`src/rtl/wm_pkg.sv`:
```
// Shared state encoding, mode codes and program-length helpers for the wash
// sequencer; the state encoding doubles as the front-panel phase display code.
package wm_pkg;

  typedef enum logic [2:0] {
    ST_IDLE  = 3'd0,
    ST_FILL  = 3'd1,
    ST_WASH  = 3'd2,
    ST_RINSE = 3'd3,
    ST_DRAIN = 3'd4,
    ST_SPIN  = 3'd5,
    ST_DONE  = 3'd6,
    ST_ERROR = 3'd7
  } state_t;

  localparam logic [1:0] MODE_QUICK  = 2'b00;
  localparam logic [1:0] MODE_NORMAL = 2'b01;
  localparam logic [1:0] MODE_HEAVY  = 2'b10;
  localparam logic [1:0] MODE_RINSE  = 2'b11;

  function automatic int unsigned wash_len(input logic [1:0] m, input int unsigned base);
    case (m)
      MODE_QUICK:  return base;
      MODE_NORMAL: return 2 * base;
      MODE_HEAVY:  return 3 * base;
      default:     return 0;
    endcase
  endfunction

  function automatic int unsigned rinses(input logic [1:0] m, input int unsigned max_rinse);
    case (m)
      MODE_NORMAL: return 2;
      MODE_HEAVY:  return max_rinse;
      default:     return 1;
    endcase
  endfunction

  function automatic logic is_active(input state_t s);
    return (s == ST_FILL) || (s == ST_WASH) || (s == ST_RINSE) ||
           (s == ST_DRAIN) || (s == ST_SPIN);
  endfunction

endpackage

```
`src/rtl/phase_timer.sv`:
```
// Loadable down counter that parks at zero; enable low freezes the count.
module phase_timer #(
  parameter int W = 16
) (
  input  logic         clk,
  input  logic         reset,
  input  logic         load,
  input  logic         en,
  input  logic [W-1:0] load_val,
  output logic         zero
);

  logic [W-1:0] cnt;

  always_ff @(posedge clk or negedge reset) begin
    if (!reset)                   cnt <= '0;
    else if (load)                cnt <= load_val;
    else if (en && cnt != '0)     cnt <= cnt - 1'b1;
  end

  assign zero = (cnt == '0);

endmodule

```
`src/rtl/wash_program_controller.sv`:
```
// Multi-mode wash sequencer: FILL/WASH/RINSE/DRAIN/SPIN program with door
// interlock, fill timeout and pause; all actuator outputs are registered.
module wash_program_controller
  import wm_pkg::*;
#(
  parameter int TIMER_W      = 16,
  parameter int FILL_TIMEOUT = 200,
  parameter int WASH_TICKS   = 100,
  parameter int RINSE_TICKS  = 60,
  parameter int DRAIN_TICKS  = 40,
  parameter int SPIN_TICKS   = 80,
  parameter int MAX_RINSE    = 3
) (
  input  logic       clk,
  input  logic       reset,
  input  logic       power,
  input  logic       start,
  input  logic       pause,
  input  logic [1:0] mode,
  input  logic       door_closed,
  input  logic       water_full,
  output logic       water_in,
  output logic       detergent,
  output logic       motor,
  output logic       drain,
  output logic       spin,
  output logic       door_lock,
  output logic       done,
  output logic       error,
  output logic [2:0] phase
);

  localparam int RW = $clog2(MAX_RINSE + 1);
  localparam longint TMAX = (longint'(1) << TIMER_W) - 1;

  if (longint'(3 * WASH_TICKS) > TMAX || longint'(FILL_TIMEOUT) > TMAX ||
      longint'(RINSE_TICKS) > TMAX || longint'(DRAIN_TICKS) > TMAX ||
      longint'(SPIN_TICKS) > TMAX) begin : g_bad_cfg
    $error("wash_program_controller: a phase duration does not fit in TIMER_W bits");
  end

  state_t              state, nxt;
  logic [1:0]          mode_q, nxt_mode;
  logic [RW-1:0]       rinse_idx, nxt_idx;
  logic                ph_load, fl_load, ph_zero, fl_zero;
  logic [TIMER_W-1:0]  ph_val, fl_val;
  logic                more_rinse, hold;

  // Rinse-only skips the wash, so its first FILL already feeds a rinse.
  assign more_rinse = (32'(rinse_idx) + 32'(mode_q == MODE_RINSE)) <
                      rinses(mode_q, MAX_RINSE);
  assign hold = pause && is_active(state) && (nxt == state);
  assign phase = state;

  phase_timer #(.W(TIMER_W)) u_phase_tmr (
    .clk(clk), .reset(reset), .load(ph_load), .en(!pause),
    .load_val(ph_val), .zero(ph_zero));

  phase_timer #(.W(TIMER_W)) u_fill_tmr (
    .clk(clk), .reset(reset), .load(fl_load), .en(!pause),
    .load_val(fl_val), .zero(fl_zero));

  always_comb begin
    nxt      = state;
    nxt_mode = mode_q;
    nxt_idx  = rinse_idx;
    ph_load  = 1'b0;
    ph_val   = '0;
    fl_load  = 1'b0;
    fl_val   = '0;
    if (!power) begin
      nxt     = ST_IDLE;
      nxt_idx = '0;
      ph_load = 1'b1;
      fl_load = 1'b1;
    end else if (door_lock && !door_closed) begin
      nxt = ST_ERROR;
    end else if (pause && is_active(state)) begin
      nxt = state;
    end else begin
      case (state)
        ST_IDLE: if (start && door_closed) begin
          nxt      = ST_FILL;
          nxt_mode = mode;
          nxt_idx  = '0;
          fl_load  = 1'b1;
          fl_val   = TIMER_W'(FILL_TIMEOUT - 1);
        end
        ST_FILL: if (water_full) begin
          ph_load = 1'b1;
          if (rinse_idx == '0 && mode_q != MODE_RINSE) begin
            nxt    = ST_WASH;
            ph_val = TIMER_W'(wash_len(mode_q, WASH_TICKS) - 1);
          end else begin
            nxt    = ST_RINSE;
            ph_val = TIMER_W'(RINSE_TICKS - 1);
          end
        end else if (fl_zero) begin
          nxt = ST_ERROR;
        end
        ST_WASH, ST_RINSE: if (ph_zero) begin
          nxt     = ST_DRAIN;
          ph_load = 1'b1;
          ph_val  = TIMER_W'(DRAIN_TICKS - 1);
        end
        ST_DRAIN: if (ph_zero) begin
          if (more_rinse) begin
            nxt     = ST_FILL;
            nxt_idx = rinse_idx + 1'b1;
            fl_load = 1'b1;
            fl_val  = TIMER_W'(FILL_TIMEOUT - 1);
          end else begin
            nxt     = ST_SPIN;
            ph_load = 1'b1;
            ph_val  = TIMER_W'(SPIN_TICKS - 1);
          end
        end
        ST_SPIN: if (ph_zero) nxt = ST_DONE;
        ST_DONE: if (!start)  nxt = ST_IDLE;
        default: nxt = state;
      endcase
    end
  end

  // Outputs decode the next state so they change on the same edge as phase.
  always_ff @(posedge clk or negedge reset) begin
    if (!reset) begin
      state     <= ST_IDLE;
      mode_q    <= MODE_QUICK;
      rinse_idx <= '0;
      water_in  <= 1'b0;
      detergent <= 1'b0;
      motor     <= 1'b0;
      drain     <= 1'b0;
      spin      <= 1'b0;
      door_lock <= 1'b0;
      done      <= 1'b0;
      error     <= 1'b0;
    end else begin
      state     <= nxt;
      mode_q    <= nxt_mode;
      rinse_idx <= nxt_idx;
      water_in  <= (nxt == ST_FILL) && !hold;
      detergent <= (nxt == ST_FILL) && !hold && (nxt_idx == '0) && (nxt_mode != MODE_RINSE);
      motor     <= ((nxt == ST_WASH) || (nxt == ST_RINSE)) && !hold;
      drain     <= (((nxt == ST_DRAIN) || (nxt == ST_SPIN)) && !hold) || (nxt == ST_ERROR);
      spin      <= (nxt == ST_SPIN) && !hold;
      door_lock <= is_active(nxt) || (nxt == ST_ERROR);
      done      <= (nxt == ST_DONE);
      error     <= (nxt == ST_ERROR);
    end
  end

endmodule
```
`config.mk`:
```
export PLATFORM = sky130hd
export DESIGN_NAME = wash_program_controller
export DESIGN_NICKNAME = d
export VERILOG_FILES = /design/src/rtl/wm_pkg.sv /design/src/rtl/phase_timer.sv /design/src/rtl/wash_program_controller.sv
export SDC_FILE = /design/constraint.sdc
export NUM_CORES = 1
export LEC_CHECK = 0
export ABC_AREA = 0
export ABC_CLOCK_PERIOD_IN_PS = 3100
export BUFFER_PORTS_ARGS = -buffer_cell sky130_fd_sc_hd__buf_2
export CAP_MARGIN = 20
export CORE_ASPECT_RATIO = 1.2
export CORE_MARGIN = 2
export CORE_UTILIZATION = 55
export DETAILED_ROUTE_END_ITERATION = 16
export PLACE_DENSITY = 0.83
export SYNTH_ARGS = -nofsm -noshare
export SYNTH_HDL_FRONTEND = slang
export SYNTH_SLANG_ARGS = --single-unit
```
`constraint.sdc`:
```
create_clock -name clk -period 3.1 [get_ports clk]
set_input_delay 0.31 -clock clk [delete_from_list [all_inputs] [get_ports clk]]
set_output_delay 0.31 -clock clk [all_outputs]
set_load 0.02 [all_outputs]
```
==> results_dict.tcl <==
set metrics [dict create \
    status "finished, final reports clean" \
    die_x_um 72.4 \
    p_leak_nw 1.53 \
    ant_nets 0 \
    cts_max_level 2 \
    grt_pass1_wl_um 11100 \
    ir_drop_uv 504 \
    swShare_pct 45.7 \
    syn2layout_area_growth_pct 8.07 \
    setup_ws_ns 0.215 \
    synth-seq-area-share_pct 38.1 \
    clk_pin_slew_ns 0.09 \
    slew_viol_final 0 \
    synth_top_cell_area_share_pct 38.1 \
    wl_um 6620 \
    yosys-top-cells-area "dfrtp_1, ha_1, o22a_1" \
    p_sw_mw 1.55 \
    utilization_pct 62.1 \
    yosysWarningCount 0 \
    cts_num_sinks 47 \
    core_mm2 0.00537 \
    layout.nets 375 \
    dp.cells 406 \
    dr.first_iter.drc_count 254 \
    syn_inst 339 \
    hpwl_um 4770 \
    syn_avg_cell_area_um2 9.11 \
    antenna_found_initial 0 \
    drive_gt1_share_pct 13.3 \
    drv_cap 0 \
    insertion_delay_ns 0.31 \
    synth.cell_area_mm2 0.00309 \
    fin_crit_sh_pct 93.1 \
    relSlewSlack_pct 58.7 \
    grt_pass1_vias 2461 \
    ioPinCount 20 \
    hold_violations 0 \
    p_int_mw 1.84 \
    path_class "flop to flop" \
    rows 29 \
    clk_path_buf_depth 2 \
    port_buffers 19 \
    dieArea_mm2 0.00623 \
    worstPathRequired_ns 3.30 \
    grt_overflow 0 \
    grt_max_degree 48 \
    gp_congestion 0.864 \
    tritoncts "built" \
    dp_slack_ns 0.0879 \
    die_h_um 86.1 \
    crit_fanout 11 \
    fin_area_mm2 0.00334 \
    avgRoutedWirePerCell_um 15.9 \
    r2r_setup_slack_ns 0.21 \
    finalSetupTns_ns 0 \
    cts_root_buf "clkbuf_8" \
    min_path_type "input pin to flop" \
    power_mw 3.38 \
    p_seq_share_pct 31.9 \
    finalNonFillerCells 416 \
    finalClockSkew_ns 0.0103 \
    diodes 0 \
    syn-num-nets 361 \
    pwr-share-comb_pct 56.4 \
    synthArstFlopShare_pct 100 \
    synth.distinct_cells 57 \
    ys_ff_latch 47 \
    fillCellCount 452 \
    layout_min_cycle_time_ns 2.89 \
    initial_core_util_pct 57.5 \
    rsz0062_at_grt "no" \
    worst_pin_slew_ns 0.611 \
    synth.largest_area_cell "dfrtp_1" \
    post_dp_cell_area_mm2 0.00321 \
    ys.flop_type "dfrtp_1" \
    worstSetupEndpointType "flop" \
    cts_made_buffers 5 \
    clock_power_share_pct 11.7 \
    fmax_mhz 347 \
    hold_ws_ns 0.277 \
    synth-edff-count 0 \
    vias 2638 \
    dr.pass1.iters 4 \
    vias_per_cell 6.34 \
    power_density_mw_per_mm2 1010 \
    drc 0 \
    start_kind "flop" \
    finalSetupViolations 0 \
    grt_usage_pct 22.7 \
    cp_data_arrival_time_ns 3.08 \
]
cells by family after synthesis:
group | Yosys count | synth area share (%)
muxes | 3 | 1.05
xor gates and xnor gates | 20 | 5.67
adders and majority gates | 13 | 5.27
DFF | 47 | 38.1
AOI/OAI and AO/OA | 83 | 18.5
and+or+nand+nor | 138 | 26.6
buffers and inverters | 35 | 4.86
layer usage:
metal | vias to the layer above | global-route usage (%) | share of wire, %
li1 | 1276 | - | -
met5 | - | 0 | 0
met4 | 0 | 11.3 | 3.1
met1 | 1275 | 27.4 | 44
met2 | 69 | 38.4 | 49
met3 | 18 | 4.23 | 4.4
area by class of cell:
cell class	count	area (um^2)	area share (%)
multi-input cells	257	1760	52.9
inverters	16	60.1	1.80
flip-flops and latches	47	1180	35.3
well taps	62	77.6	2.33
repair buffers	26	163	4.88
clock buffers	6	82.6	2.48
clock inverters	2	13.8	0.413
power groups by stage:
stage	sequential (mW)	clock [mW]	combinational, mW
after floorplan	1.07	0	1.50
after global placement	1.07	0	1.83
after detailed placement	1.09	0	1.87
after CTS	1.08	0.407	1.89
after global routing	1.12	0.425	2.11
final	1.08	0.396	1.91
registers in the layout, indices dropped and copies added, names as in the netlist:
| register | count |
|---|---|
| motor | 1 |
| rinse_idx | 2 |
| water_in | 1 |
| done | 1 |
| drain | 1 |
| phase | 3 |
| spin | 1 |
| u_phase_tmr.cnt | 16 |
| detergent | 1 |
| u_fill_tmr.cnt | 16 |
| door_lock | 1 |
| error | 1 |
| mode_q | 2 |
cells in the mapped netlist (all sizes together) (3+ instances only):
library cell / n
a21o: 3
nand2: 16
nand4b: 3
or3: 9
xnor2: 14
o31ai: 4
a21boi: 10
and4: 3
nand4: 5
a31oi: 13
and2: 3
nor4b: 3
nor4: 15
nand2b: 4
a21oi: 13
dfrtp: 47
ha: 13
o22a: 14
or4: 5
clkbuf: 11
nor3: 18
o21ai: 12
inv: 16
nor2: 30
xor2: 6
nor2b: 5
nor3b: 3
a2bb2oi: 3
buf: 8
nand3: 4
critical path, stage by stage (launching register included):
cell       delay [ns]
dfrtp_1          0.43
ha_1             0.23
ha_1             0.19
ha_1             0.28
ha_1             0.19
or2_2            0.30
a2111oi_0        0.36
nand4_1          0.24
and2_1           0.28
nand2_2          0.21
nor2_1           0.08
placed cells by master (no fill, tap or decap), types with 3 or more instances in the layout:
cell type  synthesis  layout
nor3_1            17      17
ha_1              13      13
o31ai_1            4       4
or4_1              4       4
a21o_1             3       3
dfrtp_1           47      47
a21oi_1           13      13
or3_1              7       7
a2bb2oi_1          3       3
clkbuf_8           0       6
a31oi_1           13      13
nand2_1           16      15
nand2b_1           4       4
nor2_1            30      30
nor4_1            12      12
xor2_1             6       6
and4_1             3       3
nand4_1            5       5
a21boi_0          10      10
nor2b_1            5       5
nand3_1            4       4
nor4b_1            3       3
inv_1             16      16
buf_4              2       5
xnor2_1           14      14
nand4b_1           3       3
o21ai_0           12      12
buf_2              6      19
nor3b_1            3       3
o22a_1            14      14
timing repair:
item / in CTS / in global routing
gates resized for setup: 0 / 1
endpoints found under the setup margin: 0 / 11
hold endpoints to repair: 0 / 17
hold buffers: 0 / 1
setup buffers: 0 / 0
final timing paths:
path / start / end / cells past startpoint
max in group asynchronous: reset / u_fill_tmr.cnt[15] / 3
min reg2reg: u_phase_tmr.cnt[11] / u_phase_tmr.cnt[11] / 1
max reg2reg: mode_q[1] / u_fill_tmr.cnt[9] / 10
min: mode[1] / mode_q[1] / 2
min in group asynchronous: reset / rinse_idx[1] / 2
max: mode_q[1] / u_fill_tmr.cnt[9] / 10
Power figures use the tool's default switching activity.
